## src/rtl/muldiv_sequencer.sv

```systemverilog
// muldiv_sequencer
//   Iterative radix-2 multiply/divide unit that owns the HI/LO pair of the
//   pipelined MIPS core. MULT/MULTU/DIV/DIVU take WIDTH+2 busy cycles. MTHI and
//   MTLO write HI/LO directly while idle. A hazard stall is requested whenever
//   the ID instruction touches HI/LO while an operation is issuing or in flight.
//
// Ports
//   clk, reset        rising-edge clock, asynchronous active-high reset
//   start, op         EX-stage MULT(00)/MULTU(01)/DIV(10)/DIVU(11) issue
//   src_a, src_b      rs/rt operands (multiplicand/dividend, multiplier/divisor)
//   hilo_we/sel/wdata MTHI (sel=1) / MTLO (sel=0) write
//   id_hilo_use       ID instruction reads or writes HI/LO
//   hi, lo            architectural HI/LO
//   busy              operation in flight
//   stall_req         hold PC and IF/ID, flush ID/EX
//   done              one-cycle pulse after an operation updates HI/LO
//
// state | meaning
// ------+-------------------------------------------------------------
// IDLE  | accepts start or MTHI/MTLO writes
// PREP  | strip signs from the operands, seed accumulator, load counter
// CALC  | one shift-add / shift-subtract step per cycle, WIDTH cycles
// FIX   | sign fix-up and divide-by-zero override, write HI/LO
module muldiv_sequencer #(
  parameter int WIDTH = 32
) (
  input  logic             clk,
  input  logic             reset,
  input  logic             start,
  input  logic [1:0]       op,
  input  logic [WIDTH-1:0] src_a,
  input  logic [WIDTH-1:0] src_b,
  input  logic             hilo_we,
  input  logic             hilo_sel,
  input  logic [WIDTH-1:0] hilo_wdata,
  input  logic             id_hilo_use,
  output logic [WIDTH-1:0] hi,
  output logic [WIDTH-1:0] lo,
  output logic             busy,
  output logic             stall_req,
  output logic             done
);

  localparam int CW = $clog2(WIDTH);

  typedef enum logic [1:0] {S_IDLE, S_PREP, S_CALC, S_FIX} state_t;

  state_t             state_q, state_d;
  logic [1:0]         op_q, op_d;
  logic [WIDTH-1:0]   a_q, a_d;
  logic [WIDTH-1:0]   b_q, b_d;
  logic [WIDTH-1:0]   acc_hi_q, acc_hi_d;
  logic [WIDTH-1:0]   acc_lo_q, acc_lo_d;
  logic [CW-1:0]      cnt_q, cnt_d;
  logic               sign_a_q, sign_a_d;
  logic               sign_b_q, sign_b_d;
  logic [WIDTH-1:0]   hi_q, hi_d;
  logic [WIDTH-1:0]   lo_q, lo_d;
  logic               done_q, done_d;

  logic               is_signed, is_div;
  logic [WIDTH-1:0]   abs_a, abs_b;
  logic [WIDTH:0]     sum;
  logic [WIDTH:0]     shifted;
  logic [2*WIDTH-1:0] prod;

  assign is_signed = ~op_q[0];
  assign is_div    = op_q[1];

  // Two's complement negation of the most negative value wraps to itself,
  // which read unsigned is exactly its magnitude.
  assign abs_a = (is_signed && a_q[WIDTH-1]) ? -a_q : a_q;
  assign abs_b = (is_signed && b_q[WIDTH-1]) ? -b_q : b_q;

  always_comb begin
    state_d  = state_q;
    op_d     = op_q;
    a_d      = a_q;
    b_d      = b_q;
    acc_hi_d = acc_hi_q;
    acc_lo_d = acc_lo_q;
    cnt_d    = cnt_q;
    sign_a_d = sign_a_q;
    sign_b_d = sign_b_q;
    hi_d     = hi_q;
    lo_d     = lo_q;
    done_d   = 1'b0;
    sum      = '0;
    shifted  = '0;
    prod     = '0;

    case (state_q)
      S_IDLE: begin
        if (start) begin
          op_d    = op;
          a_d     = src_a;
          b_d     = src_b;
          state_d = S_PREP;
        end else if (hilo_we) begin
          if (hilo_sel) hi_d = hilo_wdata;
          else          lo_d = hilo_wdata;
        end
      end

      S_PREP: begin
        sign_a_d = is_signed & a_q[WIDTH-1];
        sign_b_d = is_signed & b_q[WIDTH-1];
        a_d      = abs_a;
        b_d      = abs_b;
        acc_hi_d = '0;
        acc_lo_d = is_div ? abs_a : abs_b;
        cnt_d    = CW'(WIDTH - 1);
        state_d  = S_CALC;
      end

      S_CALC: begin
        if (is_div) begin
          // acc_hi is the partial remainder, acc_lo the dividend/quotient.
          shifted = {acc_hi_q, acc_lo_q[WIDTH-1]};
          if (shifted >= {1'b0, b_q}) begin
            acc_hi_d = shifted[WIDTH-1:0] - b_q;
            acc_lo_d = {acc_lo_q[WIDTH-2:0], 1'b1};
          end else begin
            acc_hi_d = shifted[WIDTH-1:0];
            acc_lo_d = {acc_lo_q[WIDTH-2:0], 1'b0};
          end
        end else begin
          // Carry out of the add lands in acc_hi's MSB after the shift.
          sum = {1'b0, acc_hi_q} + (acc_lo_q[0] ? {1'b0, a_q} : '0);
          {acc_hi_d, acc_lo_d} = {sum, acc_lo_q[WIDTH-1:1]};
        end
        if (cnt_q == '0) state_d = S_FIX;
        else             cnt_d   = cnt_q - 1'b1;
      end

      S_FIX: begin
        if (is_div) begin
          if (b_q == '0) begin
            // a_q holds |src_a|; rebuild the original dividend for HI.
            lo_d = '1;
            hi_d = sign_a_q ? -a_q : a_q;
          end else begin
            lo_d = (sign_a_q ^ sign_b_q) ? -acc_lo_q : acc_lo_q;
            hi_d = sign_a_q ? -acc_hi_q : acc_hi_q;
          end
        end else begin
          prod = {acc_hi_q, acc_lo_q};
          if (sign_a_q ^ sign_b_q) prod = -prod;
          {hi_d, lo_d} = prod;
        end
        done_d  = 1'b1;
        state_d = S_IDLE;
      end

      default: state_d = S_IDLE;
    endcase
  end

  always_ff @(posedge clk or posedge reset) begin
    if (reset) begin
      state_q  <= S_IDLE;
      op_q     <= '0;
      a_q      <= '0;
      b_q      <= '0;
      acc_hi_q <= '0;
      acc_lo_q <= '0;
      cnt_q    <= '0;
      sign_a_q <= 1'b0;
      sign_b_q <= 1'b0;
      hi_q     <= '0;
      lo_q     <= '0;
      done_q   <= 1'b0;
    end else begin
      state_q  <= state_d;
      op_q     <= op_d;
      a_q      <= a_d;
      b_q      <= b_d;
      acc_hi_q <= acc_hi_d;
      acc_lo_q <= acc_lo_d;
      cnt_q    <= cnt_d;
      sign_a_q <= sign_a_d;
      sign_b_q <= sign_b_d;
      hi_q     <= hi_d;
      lo_q     <= lo_d;
      done_q   <= done_d;
    end
  end

  assign hi        = hi_q;
  assign lo        = lo_q;
  assign done      = done_q;
  assign busy      = (state_q != S_IDLE);
  // Includes the issue cycle so an MFHI/MFLO right behind MULT/DIV is held.
  assign stall_req = id_hilo_use & (busy | start);

endmodule

```

## config.mk

```make
export PLATFORM = sky130hd
export DESIGN_NAME = muldiv_sequencer
export DESIGN_NICKNAME = d
export VERILOG_FILES = /design/src/rtl/muldiv_sequencer.sv
export SDC_FILE = /design/constraint.sdc
export NUM_CORES = 1
export LEC_CHECK = 0
export CORE_UTILIZATION = 60
export DETAILED_ROUTE_END_ITERATION = 8
export HOLD_SLACK_MARGIN = 0.03
export PLACE_DENSITY = 0.83
export SYNTH_ARGS = -nofsm -noshare
export SYNTH_HDL_FRONTEND = slang
export SYNTH_SLANG_ARGS = --single-unit
```

## constraint.sdc

```tcl
create_clock -name clk -period 17.6 [get_ports clk]
set_clock_uncertainty 0.1 [all_clocks]
set_input_delay 3.52 -clock clk [delete_from_list [all_inputs] [get_ports clk]]
set_output_delay 3.52 -clock clk [all_outputs]
set_load 0.01 [all_outputs]
```

Yosys cells after proc, flatten, opt, wreduce, memory -nomap -nowiden
Cells that the tools add are included.
{ "totals": {"register_bits": 204, "input_bits": 104, "out_inout_bits": 67, "elab_cells": 88} }
{ "classes": {"addsub": 8, "order_cmp": 1, "n_eq_ne": 10, "muxes": 36, "n_bitwise": 6, "reduce_logical": 15} }
{ "ops": {"columns": ["operator", "n"], "rows": [
  ["32-bit 2-to-1 mux", 22],
  ["32-bit one-hot mux with 2 select lines", 6],
  ["32-bit negation", 4],
  ["64-bit 2-to-1 mux", 1],
  ["64-bit negation", 1],
  ["32-bit by 32-bit adder with 33-bit output", 1],
  ["33-bit by 32-bit >= comparator with 1-bit output", 1],
  ["32-bit zero test", 1],
  ["32-bit subtractor", 1],
  ["2-bit inequality test, second input constant", 7],
  ["5-bit one-hot mux with 2 select lines", 1],
  ["2-bit one-hot mux with 4 select lines", 1],
  ["2-bit AND reduction", 4],
  ["4-bit AND reduction", 2],
  ["2-bit nonzero test", 4],
  ["5-bit zero test", 1],
  ["5-bit 2-to-1 mux", 1],
  ["5-bit by 1-bit subtractor with 5-bit output, second input constant", 1],
  ["2-bit equality test, second input constant", 2],
  ["2-bit 2-to-1 mux", 2],
  ["1-bit AND", 3],
  ["2-bit by 1-bit equality test with 1-bit output, second input constant", 1],
  ["1-bit logical AND", 2],
  ["2-bit zero test", 1],
  ["other kinds (4)", 5]
]} }

Logic depth before layout (Yosys ltp)
Gate-level depths: netlist (run 1).
{ "depth": {"word_depth": 5, "mapped_depth": 15, "depth_no_buf": 14} }

Least setup slack after synthesis (run 1)
Ideal clock, no wire load.
{ "synth_path": {"path_type": "input to output", "start": "input port start", "end": "output port stall_req", "arrival_time_ns": 3.824, "t_required_ns": 13.980, "slack_ns": 10.156, "stages": 2, "path_buffers": 0, "cell_sequence": "nor2_1 -> nor2b_1"} }
{ "synth_via": {"elab_chain_len": 2} }
{ "synth_rtl": {"columns": ["item", "line", "text"], "rows": [
  ["start, declared", "29", "input logic start,"],
  ["1-bit OR", "194", "assign stall_req = id_hilo_use & (busy | start);"],
  ["1-bit AND", "194", null],
  ["end, declared", "40", "output logic stall_req,"]
]} }
Every way passes these cells.

Worst setup path in the final report (run 1)
Same ends and word-level chain as after synthesis.

==> impl_metrics.py, run 1 <==
metrics = {
    "clocking": {
        "clk_path_buf_depth": 3,
        "hold_buffers": 0,
        "cts-buffers-inserted": 24,
        "postCtsSetupBuffers": 0,
        "ctsResizeCount": 0,
        "clock_sinks": 204,
        "clkLatencyLatePin_ps": 570,
        "cts.reportedPaths.clkPinSlew_ps": 60,
        "htreeDepth": 1,
        "cts_tree": "done",
        "root_buffer": "clkbuf_16",
    },
    "timing": {
        "hold_violations": 0,
        "setup_viol": 0,
        "fin_crit_sh_pct": 50.8,
        "setup-tns-final_ps": 0,
        "slew_viol_final": 0,
        "rsz0062_at_grt": "no",
        "fmax_ghz": 0.112,
        "worst_pin_slew_ps": 1160,
        "min_period_ps": 8940,
        "slew-limit-headroom_pct": 22.1,
    },
    "power_and_ir_drop": {
        "p_leak_nw": 8.33,
        "powerDensity_nw_per_um2": 225,
        "vdd_drop_max_uv": 226,
    },
    "critical_path": {
        "worst_r2r_path_depth": 11,
        "cp-start-kind": "input pin",
        "cp-startpoint": "start",
        "worst_ep_arrival_time_ps": 5320,
        "r2r_end": "acc_hi_q[17]",
        "r2r_slack_ps": 12830,
        "crit_fanout": 7,
        "cp-endpoint": "stall_req",
        "cp-end-kind": "output port",
        "timing.rr.start": "b_q[10]",
        "cp.required_ps": 13980,
        "critical_path_class": "in2out",
    },
    "floorplanning": {
        "pin_count": 171,
        "die_w_um": 176,
        "row_count": 63,
        "dieArea_um2": 31000,
        "die-height_um": 176,
        "coreArea_um2": 29700,
        "start_util_pct": 61.1,
    },
    "drt": {
        "firstDrtPassIters": 6,
        "avgViaCountPerCell": 6.90,
        "route.detailed.drc": 0,
        "postRouteAntennaNets": 0,
        "drt_iter0_markers": 2501,
        "m1WireLength_um": 26800,
        "routed_wl_um": 68800,
        "wl_met2_um": 29400,
        "wl_met3_um": 8310,
        "highest_layer": "met4",
        "via_count": 19300,
        "wl_per_cell_um": 24.6,
    },
    "run_status": {
        "status": "finished clean",
    },
    "layout": {
        "final_util_pct": 70.2,
        "fin_area_um2": 20900,
        "drive_gt1_share_pct": 5.74,
        "layout.nets": 2567,
        "mostFrequentLayoutCell": "nand2_1",
        "area.growth.synth_to_final_pct": 15.0,
        "mostFrequentLayoutCells": "nand2_1, a21oi_1, dfrtp_1, o21ai_0, nor2_1",
    },
    "synthesis": {
        "ys_seq_area_share_pct": 28.1,
        "synth_area_um2": 18200,
        "synth_ff_type": "dfrtp_1",
        "synth_edf_count": 0,
        "avgSynthCellArea_um2": 7.74,
        "synth_fp_nets": 2527,
        "synth.distinct_cells": 84,
        "synth_seq_cells": 204,
        "ys_async_sr_fraction_pct": 100,
        "syn_inst": 2347,
        "ys.warnings.count": 0,
    },
    "grt": {
        "overflow": 0,
        "grt_pass1_wl_um": 105000,
        "grt_max_degree": 139,
        "grt_pass1_vias": 17400,
        "antenna_found_initial": 2,
        "grt.total_usage_pct": 44.3,
    },
    "place": {
        "place_area_um2": 19900,
        "post-dp-hpwl_um": 51100,
        "gp_congestion": 1.02,
        "io_buffer_count": 170,
    },
    "min_path": {
        "min_path_type": "reg2reg",
    },
    "flow_run": {
        "maxCapViolations": 0,
    },
}
==> sequential cells by signal, indices dropped and copies added, names as in the netlist, 2 cells and up <==
name,flops
op_q,2
cnt_q,5
hi,32
a_q,32
acc_hi_q,32
b_q,32
acc_lo_q,32
state_q,2
lo,32
==> synth_stat cells (23+ instances only) <==
cell type	n	area share, %
a21o_1	23	0.95
a21oi_1	252	6.9
a31oi_1	45	1.6
and2_1	36	1.2
clkbuf_1	151	3.1
dfrtp_1	204	28
ha_1	74	5.1
inv_1	89	1.8
mux2i_1	34	1.9
nand2_1	263	5.4
nand3_1	42	1.2
nor2_1	185	3.8
nor3_1	33	0.91
o211ai_1	67	2.8
o21ai_0	202	5.6
o22ai_1	48	1.7
o31ai_1	29	1.2
xnor2_1	153	7.4
xor2_1	58	2.8
==> area by class of cell <==
cell class	count	area (um^2)
tap	390	488
timing repair buffer	196	1900
clock inverter	13	249
antenna	1	2.50
fill	2362	8840
multi-input combinational	1869	12100
clock buffer	30	673
sequential	204	5110
inverter	92	353
==> critical path, cell delays in order <==
cell and delay (ps):
clkdlybuf4s50_1 540, nor2_1 630, nor2b_1 110, clkdlybuf4s50_1 510
==> worst min-delay path by stage <==
stage | depth (start not counted) | from | end | slack [ps]
CTS | 2 | hi[4] | hi[4] | 380
finish | 2 | hi[4] | hi[4] | 380
detailed placement | 2 | hi[4] | hi[4] | 370
global route | 2 | lo[18] | lo[18] | 400
global placement | 1 | cnt_q[0] | cnt_q[0] | 360
floorplan | 1 | cnt_q[0] | cnt_q[0] | 340
==> power by group <==
group / leakage [nW] / switching, mW / internal [mW]
logic: 5.41 / 1.86 / 1.16
clock network: 0.446 / 0.228 / 0.361
registers: 2.47 / 0.402 / 0.693
total: 8.33 / 2.49 / 2.21
==> metrics by stage <==
stage          hold slack [ps]  instances  setup WS (ps)  power (mW)
6_report                   381       2795           8660        4.71
5_1_grt                    403       2794           8650        4.98
4_1_cts                    382       2794           8730        4.59
3_5_place_dp               369       2751           8730        3.98
3_3_place_gp               355       2751           8780        3.90
2_1_floorplan              337       2347           8410        3.03
==> routing by layer <==
| metal | up-vias | global-route usage [%] |
|---|---|---|
| met5 | - | 0 |
| met4 | 0 | 24.1 |
| met3 | 238 | 8.53 |
| met2 | 1443 | 66.8 |
| met1 | 9047 | 59.9 |
| li1 | 8548 | - |
==> kinds of logic (layout without fill, tap and decap cells) <==
logic type,count (synthesis),count (layout),synth area share [%]
AOI/OAI and AO/OA,804,804,27.2
xor gates and xnor gates,212,212,10.3
adders and majority gates,76,76,5.32
buffers and inverters,274,331,5.81
DFF,204,204,28.1
muxes,65,65,4.85
other,0,1,0
and+or+nand+nor,712,712,18.4
(Power assumes the default switching activity.)
==> run 2, diff against run 1 <==
- CORE_UTILIZATION: 60 -> 54
- PLACE_DENSITY: 0.83 -> 0.79
- clock period: 17.6 -> 7.8 ns (I/O delays scaled with it)
==> impl_metrics.py, run 2 (synthesized netlist as in run 1, its figures left out) <==
metrics = {
    "critical_path": {
        "worst_ep_arrival_time_ps": 3290,
        "cpMostUsedCell": "clkdlybuf4s50_1",
        "crit_fanout": 7,
        "critical-path-top-delay-family": "buffers and inverters",
        "path_buf_inv": 2,
        "cp-end-kind": "output port",
        "critical_path_class": "in2out",
        "cp_slowest_stage_delay_ps": 580,
        "crit_slowest_cell": "nor2_1",
        "cp.required_ps": 6140,
        "crit_chain": "clkdlybuf4s50_1 > nor2_1 > nor2b_1 > clkdlybuf4s50_1",
        "cp-start-kind": "input pin",
    },
    "layout": {
        "area.growth.synth_to_final_pct": 14.9,
        "drive_gt1_share_pct": 5.73,
        "mostFrequentLayoutCells": "nand2_1, a21oi_1, dfrtp_1, o21ai_0, nor2_1",
        "mostFrequentLayoutCell": "nand2_1",
        "n_fill_cell": 2893,
        "num_antenna_cells": 0,
        "fin_area_um2": 20900,
        "final_util_pct": 63.7,
        "layout.nets": 2571,
        "multiInputGateArea_um2": 12100,
        "final-seq-area_um2": 5110,
    },
    "clocking": {
        "clk_path_buf_depth": 3,
        "ctsResizeCount": 0,
        "htreeDepth": 1,
        "cts-buffers-inserted": 25,
        "root_buffer": "clkbuf_16",
        "clock_sinks": 204,
        "postCtsSetupBuffers": 0,
        "cts.reportedPaths.clkPinSlew_ps": 60,
        "hold_buffers": 0,
        "clkLatencyLatePin_ps": 550,
        "cts_tree": "done",
    },
    "grt": {
        "grt_pass1_vias": 17200,
        "overflow": 0,
        "gr-usage-met3_pct": 7.00,
        "grtUsageMet2_pct": 60.0,
        "met1_usage_pct": 55.3,
        "grt_pass1_wl_um": 105000,
        "busiest_layer": "met2",
        "antenna_found_initial": 1,
        "grt.total_usage_pct": 40.6,
        "grt_max_degree": 78,
    },
    "floorplanning": {
        "dieArea_um2": 34400,
        "start_util_pct": 55.4,
        "die-height_um": 185,
        "coreArea_um2": 32800,
        "die_w_um": 185,
        "pin_count": 171,
        "row_count": 66,
    },
    "timing": {
        "setup-tns-final_ps": 0,
        "min_period_ps": 4950,
        "fmax_ghz": 0.202,
        "slew_viol_final": 0,
        "rsz0062_at_grt": "no",
        "slew-limit-headroom_pct": 19.0,
        "hold_violations": 0,
        "setup_viol": 0,
        "worst_pin_slew_ps": 1210,
        "setup_slack_ps": 2850,
        "fin_crit_sh_pct": 63.5,
        "holdWs_ps": 377,
    },
    "drt": {
        "firstDrtPassIters": 6,
        "drt_iter0_markers": 2023,
        "wl_per_cell_um": 24.4,
        "route.detailed.drc": 0,
        "avgViaCountPerCell": 6.65,
        "postRouteAntennaNets": 0,
        "via_count": 19000,
        "routed_wl_um": 69500,
    },
    "place": {
        "post-dp-hpwl_um": 52600,
        "io_buffer_count": 170,
        "gp_congestion": 1.02,
        "place_ws_ps": 2850,
        "place_area_um2": 20000,
    },
    "flow_run": {
        "maxCapViolations": 0,
    },
    "min_path": {
        "min_path_type": "reg2reg",
    },
    "run_status": {
        "status": "finished clean",
    },
    "power_and_ir_drop": {
        "powerDensity_nw_per_um2": 505,
        "vdd_drop_max_uv": 343,
        "p_leak_nw": 8.31,
    },
}
run 2: report_power, final:
part / leakage (nW) / switching, mW / internal (mW)
Combinational: 5.42 / 4.18 / 2.64
Sequential: 2.47 / 0.928 / 1.56
Clock: 0.420 / 0.501 / 0.727
run 2: path summary, 6_finish.rpt:
check | start | to | slack [ps] | cells past startpoint
setup / recovery | start | stall_req | 2850 | 4
hold / removal | lo[6] | lo[6] | 380 | 2
setup reg to reg | acc_hi_q[16] | acc_hi_q[6] | 3310 | 11
hold reg to reg | lo[6] | lo[6] | 380 | 2
max in group asynchronous | reset | acc_hi_q[28] | 4800 | 3
min in group asynchronous | reset | done | 1340 | 2
run 2: cell type report:
class | instances | share of cell area (%)
multi-input combinational | 1869 | 57.9
sequential | 204 | 24.5
timing repair buffer | 199 | 9.20
clock buffer | 32 | 3.32
tap | 442 | 2.65
inverter | 92 | 1.69
clock inverter | 13 | 0.755
run 2: per-stage QoR:
step | cells | total power [mW]
4_1_cts | 2851 | 10.3
3_3_place_gp | 2806 | 8.90
3_5_place_dp | 2806 | 9.07
2_1_floorplan | 2347 | 6.84
6_report | 2851 | 10.5
5_1_grt | 2851 | 11.2
run 2: worst register-to-register path, stage by stage, from the launching register on:
cell	delay, ps
dfrtp_1	580
ha_1	550
nand4_1	190
nor3b_1	480
a31oi_1	150
o21ai_0	440
nor4_1	130
buf_4	190
nor2_4	860
mux2_2	450
a21oi_1	150
o2bb2ai_1	70
run 2: per-layer routing:
metal / up-vias / share of wire [%]
met4: 0 / 7.0
li1: 8570 / -
met2: 1188 / 42
met5: - / 0
met1: 8974 / 40
met3: 221 / 11
